**config.mk**
```make
export PLATFORM = sky130hd
export DESIGN_NAME = jk_excite_driver
export DESIGN_NICKNAME = d
export VERILOG_FILES = /design/src/rtl/jk_pkg.sv /design/src/rtl/jk_tgt_fifo.sv /design/src/rtl/jk_excite_driver.sv
export SDC_FILE = /design/constraint.sdc
export NUM_CORES = 1
export LEC_CHECK = 0
export CAP_MARGIN = 30
export CELL_PAD_IN_SITES_DETAIL_PLACEMENT = 0
export CELL_PAD_IN_SITES_GLOBAL_PLACEMENT = 1
export CORE_ASPECT_RATIO = 1.5
export CORE_UTILIZATION = 37
export DETAILED_ROUTE_END_ITERATION = 7
export HOLD_SLACK_MARGIN = 0.05
export MAX_ROUTING_LAYER = met4
export PLACE_DENSITY_LB_ADDON = 0.1
export SLEW_MARGIN = 0
export SYNTH_ARGS = -nofsm -noshare
export SYNTH_HDL_FRONTEND = slang
export SYNTH_HIERARCHICAL = 1
export SYNTH_SLANG_ARGS = --single-unit
```
**constraint.sdc**
```tcl
create_clock -name clk -period 1.93 [get_ports clk]
set_clock_uncertainty 0.15 [all_clocks]
set_input_delay 0.2895 -clock clk [delete_from_list [all_inputs] [get_ports clk]]
set_output_delay 0.2895 -clock clk [all_outputs]
set_load 0.01 [all_outputs]
```
**src/rtl/jk_pkg.sv**
```systemverilog
// Shared types for the JK excitation driver: FSM encoding, mode values and
// the q/target/mode -> {J,K} excitation function.
package jk_pkg;

  typedef enum logic [1:0] {
    IDLE  = 2'd0,
    DRIVE = 2'd1,
    CHECK = 2'd2
  } state_e;

  localparam logic MODE_HOLD   = 1'b0;
  localparam logic MODE_TOGGLE = 1'b1;

  typedef struct packed {
    logic j;
    logic k;
  } jk_t;

  // The don't-care input of each transition resolves to the mode bit.
  function automatic jk_t excite(input logic q, input logic tgt, input logic mode);
    jk_t r;
    if (!q) begin
      r.j = tgt;
      r.k = mode;
    end else begin
      r.j = mode;
      r.k = ~tgt;
    end
    return r;
  endfunction

endpackage

```
**src/rtl/jk_tgt_fifo.sv**
```systemverilog
// DEPTH x 1-bit synchronous target FIFO with full/empty flags.
module jk_tgt_fifo #(
  parameter int unsigned DEPTH = 4
) (
  input  logic clk,
  input  logic rst_n,
  input  logic push_i,
  input  logic din_i,
  input  logic pop_i,
  output logic head_c_o,
  output logic full_c_o,
  output logic empty_c_o
);

  localparam int unsigned AW = $clog2(DEPTH);

  logic [DEPTH-1:0] mem_q;
  logic [AW:0]      wr_ptr_q;
  logic [AW:0]      rd_ptr_q;

  // Pointers carry one wrap bit so full and empty are distinguishable.
  always_ff @(posedge clk or negedge rst_n) begin
    if (!rst_n) begin
      mem_q    <= '0;
      wr_ptr_q <= '0;
      rd_ptr_q <= '0;
    end else begin
      if (push_i && !full_c_o) begin
        mem_q[wr_ptr_q[AW-1:0]] <= din_i;
        wr_ptr_q                <= wr_ptr_q + (AW+1)'(1);
      end
      if (pop_i && !empty_c_o) begin
        rd_ptr_q <= rd_ptr_q + (AW+1)'(1);
      end
    end
  end

  assign head_c_o  = mem_q[rd_ptr_q[AW-1:0]];
  assign empty_c_o = (wr_ptr_q == rd_ptr_q);
  assign full_c_o  = (wr_ptr_q[AW] != rd_ptr_q[AW]) &&
                     (wr_ptr_q[AW-1:0] == rd_ptr_q[AW-1:0]);

endmodule

```
**src/rtl/jk_excite_driver.sv**
```systemverilog
// Drives J/K into an external JK flop for each queued target bit, then
// checks the flop's q and keeps completion/mismatch statistics.
module jk_excite_driver
  import jk_pkg::*;
#(
  parameter int unsigned DEPTH = 4,
  parameter int unsigned CNT_W = 8
) (
  input  logic             clk,
  input  logic             rst,
  input  logic             tgt_valid,
  input  logic             tgt_bit,
  output logic             tgt_ready,
  input  logic             mode,
  input  logic             clr_stats,
  input  logic             q_in,
  output logic             J,
  output logic             K,
  output logic             busy,
  output logic             err,
  output logic [CNT_W-1:0] err_cnt,
  output logic [CNT_W-1:0] done_cnt
);

  logic   fifo_head;
  logic   fifo_full;
  logic   fifo_empty;
  logic   pop_c;
  jk_t    jk_c;

  state_e           state_q, state_d;
  logic             j_q, j_d;
  logic             k_q, k_d;
  logic             tgt_q, tgt_d;
  logic             err_q, err_d;
  logic [CNT_W-1:0] err_cnt_q, err_cnt_d;
  logic [CNT_W-1:0] done_cnt_q, done_cnt_d;

  jk_tgt_fifo #(.DEPTH(DEPTH)) u_fifo (
    .clk       (clk),
    .rst_n     (rst),
    .push_i    (tgt_valid),
    .din_i     (tgt_bit),
    .pop_i     (pop_c),
    .head_c_o  (fifo_head),
    .full_c_o  (fifo_full),
    .empty_c_o (fifo_empty)
  );

  assign jk_c = excite(q_in, fifo_head, mode);

  always_ff @(posedge clk or negedge rst) begin
    if (!rst) begin
      state_q    <= IDLE;
      j_q        <= 1'b0;
      k_q        <= 1'b0;
      tgt_q      <= 1'b0;
      err_q      <= 1'b0;
      err_cnt_q  <= '0;
      done_cnt_q <= '0;
    end else begin
      state_q    <= state_d;
      j_q        <= j_d;
      k_q        <= k_d;
      tgt_q      <= tgt_d;
      err_q      <= err_d;
      err_cnt_q  <= err_cnt_d;
      done_cnt_q <= done_cnt_d;
    end
  end

  // J/K default to zero so they are only ever non-zero during DRIVE.
  always_comb begin
    state_d    = state_q;
    j_d        = 1'b0;
    k_d        = 1'b0;
    tgt_d      = tgt_q;
    pop_c      = 1'b0;
    err_d      = err_q;
    err_cnt_d  = err_cnt_q;
    done_cnt_d = done_cnt_q;

    case (state_q)
      IDLE: begin
        if (!fifo_empty) begin
          pop_c   = 1'b1;
          j_d     = jk_c.j;
          k_d     = jk_c.k;
          tgt_d   = fifo_head;
          state_d = DRIVE;
        end
      end
      DRIVE: begin
        state_d = CHECK;
      end
      CHECK: begin
        done_cnt_d = done_cnt_q + CNT_W'(1);
        if (q_in != tgt_q) begin
          err_d = 1'b1;
          if (err_cnt_q != '1) begin
            err_cnt_d = err_cnt_q + CNT_W'(1);
          end
        end
        if (!fifo_empty) begin
          pop_c   = 1'b1;
          j_d     = jk_c.j;
          k_d     = jk_c.k;
          tgt_d   = fifo_head;
          state_d = DRIVE;
        end else begin
          state_d = IDLE;
        end
      end
      default: begin
        state_d = IDLE;
      end
    endcase

    // A clear on the same edge as a CHECK update takes precedence.
    if (clr_stats) begin
      err_d      = 1'b0;
      err_cnt_d  = '0;
      done_cnt_d = '0;
    end
  end

  assign J         = j_q;
  assign K         = k_q;
  assign err       = err_q;
  assign err_cnt   = err_cnt_q;
  assign done_cnt  = done_cnt_q;
  assign tgt_ready = !fifo_full;
  assign busy      = (state_q != IDLE) || !fifo_empty;

endmodule

```
Word-level counts from Yosys, hierarchy flattened
Index checks and enable logic that the tools add are counted.
- output and inout port bits: 21
- register bits after elaboration: 32
- bits of input ports: 7
- logic and storage cells: 67
- add/sub/neg operators: 4
- bitwise logic cells: 2
- reduce and logical (&&, ||, !) cells: 16
- muxes and demuxes: 24
- magnitude comparators: 3
- equality and inequality tests: 8
- operators with widths (kind ; count):
    $mux W8 ; 6
    $add A8 B1 Y8 const B ; 2
    $mux W1 ; 12
    $ne A8 B8 Y1 const B ; 1
    $reduce_bool A2 Y1 ; 4
    $add A3 B1 Y3 const B ; 2
    $lt A2 B3 Y1 const B ; 2
    $pmux W2 S3 ; 1
    $bwmux W4 ; 1
    $logic_and A1 B1 Y1 ; 4
    $mux W2 ; 2
    $reduce_and A2 Y1 ; 2
    $eq A3 B3 Y1 ; 1
    $reduce_and A3 Y1 ; 1
    $bmux W1 S2 ; 1
    $demux W1 S2 ; 1
    $eq A2 B1 Y1 const B ; 1
    $eq A2 B2 Y1 ; 1
    $eq A2 B2 Y1 const B ; 1
    $ge A2 B1 Y1 const B ; 1
    $logic_not A1 Y1 ; 2
    $logic_not A2 Y1 ; 1
    $ne A1 B1 Y1 ; 2
    $ne A2 B2 Y1 const B ; 1
    3 further kinds ; 4

Logic depth before layout (Yosys ltp)
- depth after elaboration: 6
- depth in mapped cells: 8

By module
The synthesis kept the hierarchy.
- by module, submodules not included (module ; area each (um^2) ; times used ; seq. area each (um^2) ; cells each):
    jk_excite_driver ; 1036.0 ; 1 ; 550.5 ; 101
    jk_tgt_fifo ; 620.6 ; 1 ; 250.2 ; 55

Worst setup path before layout
OpenSTA, ideal clock, no wires.
- path kind: reg-to-reg
- start point: reg u_fifo.wr_ptr_q[1]
- end point: reg u_fifo.rd_ptr_q[1]
- slack: -0.003 ns
- required time: 1.652 ns
- stages on the path, launching flop included: 9
- arrival time: 1.655 ns
- cell sequence: dfrtp_1 -> xnor2_1 -> buf_2 -> nand2_1 -> nor2_1 -> nor2_1 -> inv_1 -> a31oi_1 -> mux2_1
- cells in the longest elaborated chain, start to end: 4
- RTL lines (what ; RTL line ; source):
    start: declaration ; jk_tgt_fifo.sv:18 ; logic [AW:0] wr_ptr_q;
    start signal: assignment ; jk_tgt_fifo.sv:30 ; wr_ptr_q <= wr_ptr_q + (AW+1)'(1);
    $eq A3 B3 Y1 ; jk_tgt_fifo.sv:39 ; assign empty_c_o = (wr_ptr_q == rd_ptr_q);
    via fifo_empty ; jk_excite_driver.sv:27 ; logic fifo_empty;
    $mux W1 ; jk_excite_driver.sv:85, jk_excite_driver.sv:104 ;
    $mux W1 ; -- ;
    via pop_c ; jk_excite_driver.sv:28 ; logic pop_c;
    $logic_and A1 B1 Y1 ; jk_tgt_fifo.sv:32 ; if (pop_i && !empty_c_o) begin
    end signal: assignment ; jk_tgt_fifo.sv:33 ; rd_ptr_q <= rd_ptr_q + (AW+1)'(1);
    end: declaration ; jk_tgt_fifo.sv:19 ; logic [AW:0] rd_ptr_q;
The timed path passes the listed nets, and every way through them passes these cells.
A chain may end at the register's enable or synchronous reset.

Final worst setup path
- start point: reg u_fifo.rd_ptr_q[0]
- end point: reg k_q (netlist: K)
- cells in the longest elaborated chain, start to end: 6
- RTL lines (what ; RTL line ; source):
    $bmux W1 S2 ; jk_tgt_fifo.sv:38 ; assign head_c_o = mem_q[rd_ptr_q[AW-1:0]];
    $mux W1 (not written as such) ; jk_tgt_fifo.sv:38 ;
    via fifo_head ; jk_excite_driver.sv:25 ; logic fifo_head;
    $not A1 Y1 ; jk_pkg.sv:27 ; r.k = ~tgt;
    $mux W2 ; jk_pkg.sv:22 ; if (!q) begin
    $mux W1 ; jk_excite_driver.sv:85, jk_excite_driver.sv:104 ;
    $mux W1 ; -- ;
    via k_d ; jk_excite_driver.sv:33 ; logic k_q, k_d;
    end signal: assignment ; jk_excite_driver.sv:64 ; k_q <= k_d;
    end: declaration ; jk_excite_driver.sv:33 ;
The timed path passes the listed nets, and every way through them passes these cells. The select of a mux whose other input is x is not followed.

==> flow_summary.yaml <==
status:
  status: "finished clean"
critical_path:
  end_kind: "register"
  critPathRequiredTime_ns: 1.92
  worst-path-max-fanout: 3
  arrival_ns: 1.87
  cp-start-kind: "register"
  startpoint: "u_fifo/rd_ptr_q[0]"
  worstReg2RegStart: "u_fifo/rd_ptr_q[0]"
  crit_type: "reg2reg"
finish:
  drive_gt1_share_pct: 21.43
  fin_cells: 256
  fill_cells: 381
  fin_nets: 223
  seq_area_um2: 804.5
  syn2layout_area_growth_pct: 39.12
  finalCoreUtilization_pct: 54.29
  multi_input_area_um2: 859.6
  antennaDiodeCount: 0
yosys:
  synth_compound_area_share_pct: 11.63
  synth_cell_types: 38
  synth_top_family_by_area: "simple AND/OR/NAND/NOR gates"
  synth_fp_nets: 170
  yosysWarnings: 6
  synthCells: 156
  synth_xor_area_share_pct: 9.366
  synth-simple-area-share_pct: 15.03
  synth_flop_cell: "dfrtp_1"
  synth_edf_count: 0
  syn_area_mm2: 0.001657
  synth.avg_cell_area_um2: 10.62
  synth-adder-area-share_pct: 5.287
  synth-seq-cells: 32
  ys_async_sr_fraction_pct: 100.0
  yosysSeqAreaShare_pct: 48.34
  muxShareOfSynthArea_pct: 7.779
clock_network:
  clkSinkCount: 32
  cts_tree: "yes"
  ctsHoldBuffers: 0
  cts_root_buf: "clkbuf_8"
  cts_made_buffers: 5
  cts_buffer_depth: 2
  clk_latency_ns: 0.28
  cts_max_level: 2
  cts.reportedPaths.clkPinSlew_ns: 0.07
die:
  die_y_um: 83.95
  start_util_pct: 39.02
  die-area_mm2: 0.004755
  coreArea_mm2: 0.004245
  rows: 29
  die_x_um: 56.64
  num_io_pins: 28
drt:
  vias: 1378
  wl_per_cell_um: 14.06
  drt_first_pass_iters: 4
  met3_wirelength_um: 109
  highest-signal-layer: "met4"
  ant_nets: 0
  drc: 0
  detail_route.vias_per_cell: 5.383
  drt_iter0_markers: 36
  wl_met2_mm: 1.994
  wirelength_mm: 3.600
  wl_met1_mm: 1.422
global_route:
  grt_overflow: 0
  grt_max_degree: 33
  antenna_found_initial: 0
  grt_pass1_vias: 1341
  grt_pass1_wl_mm: 5.920
  grt_usage_pct: 16.51
timing:
  fin_crit_sh_pct: 97.22
  tightest_slew_ns: 0.4268
  post-route-min-period_ns: 1.876
  setup_violations: 0
  rsz0062_at_grt: "true"
  slew_headroom_pct: 71.34
  setup_tns_ns: 0
  max_freq_mhz: 532.9
  hold_violations: 0
  drv_slew: 0
place:
  hpwl_mm: 2.632
  placed_cells: 241
  port_buffers: 27
  globalplace.congestion: 0.8418
power:
  powerDensity_mw_per_mm2: 1459
  vdd_drop_max_mv: 1.074
  leakage_nw: 1.035
hold_path:
  hp-class: "in2async"
flow_run:
  maxCapViolations: 0
==> path summary, 6_finish.rpt <==
| check | endpoint | depth (start not counted) | slack, ns |
|---|---|---|---|
| max | K | 3 | 0.05 |
| min | err_cnt[5] | 2 | 0.24 |
| max reg2reg | K | 3 | 0.05 |
| min reg2reg | u_fifo/mem_q[2] | 1 | 0.34 |
| max in group asynchronous | u_fifo/wr_ptr_q[2] | 2 | 1.05 |
| min in group clk | u_fifo/mem_q[2] | 1 | 0.34 |
==> cells in the mapped netlist, drive strengths merged, types with 2 or more instances <==
cell type,instances,area [um^2]
a211o,2,17.52
and4,2,17.52
a311oi,3,26.28
a2111oi,2,18.77
mux2,7,82.57
xor2,10,95.10
xnor2,6,60.06
dfrtp,32,800.8
a41o,2,20.02
mux2i,2,20.02
nand4,5,31.28
nand3,3,15.01
ha,7,87.58
a21oi,6,30.03
and3,3,18.77
nor3,2,10.01
a31oi,7,43.79
inv,7,26.28
nand2,12,45.04
clkbuf,3,11.26
nor2,21,78.83
==> power by group <==
part,switching [mW],internal [mW],total [mW]
Clock,0.247,0.383,0.630
Combinational,0.830,0.896,1.73
Sequential,0.137,0.867,1.00
==> repair_timing <==
action | CTS | global route
buffers inserted | 5 | 2
resized for setup | 9 | 7
hold endpoints to repair | 0 | 0
pin swaps | 2 | 1
setup endpoints to repair | 3 | 3
==> placed cells by master (no fill, tap or decap), drive strengths merged, types with 2 or more instances in the layout <==
cell type and instances:
xor2 10, a211o 2, nor3 2, nand3 3, ha 7, mux2i 2
xnor2 6, a311oi 3, buf 23, clkdlybuf4s50 25, and4 2, and3 3
mux2 7, a31oi 7, dfrtp 32, a2111oi 2, nand4 5, nand2 12
inv 7, a21oi 6, clkbuf 7, nor2 21, a41o 2
==> routing by layer <==
layer / global-route usage (%) / vias up
met5: - / -
met4: 6.652 / 0
met3: 3.876 / 7
met2: 29.30 / 21
met1: 17.15 / 687
li1: - / 663
==> cell families (layout without fill, tap and decap cells) <==
logic type      count (synthesis)  count (layout)
fa+ha+maj                       7               7
compound gates                 27              27
simple gates                   53              53
mux                            10              10
xor+xnor                       16              16
flops                          32              32
buf+inv                        11              65
==> worst max-delay path, cell delays in order (launching register included) <==
cell,delay [ns]
dfrtp_2,0.39
buf_4,0.13
mux4_1,0.61
a2111oi_1,0.47
==> area by class of cell <==
| cell class | instances | share of cell area [%] |
|---|---|---|
| Sequential cell | 32 | 34.91 |
| Inverter | 7 | 1.140 |
| Clock buffer | 6 | 3.149 |
| Timing Repair Buffer | 50 | 19.49 |
| Multi-Input combinational cell | 113 | 37.30 |
| Clock inverter | 2 | 1.520 |
| Tap cell | 46 | 2.497 |
==> metrics by stage <==
stage	worst slack [ns]	hold WS (ns)	cell area (um^2)	power [mW]
floorplan	0.01896	-0.1561	1659	1.886
global route	0.001778	0.2846	2305	3.583
finish	0.05359	0.2447	2305	3.362
global placement	-0.07643	0.3161	2091	2.454
CTS	0.01685	0.2600	2277	3.333
detailed placement	-0.1730	0.3255	2091	2.495
==> state kept, by name, indices dropped and copies added (netlist names) <==
register	count
done_cnt	8
err_cnt	8
u_fifo/mem_q	4
u_fifo/rd_ptr_q	3
u_fifo/wr_ptr_q	3
state_q	2
J	1
K	1
err	1
tgt_q	1
Power figures use the tool's default switching activity.
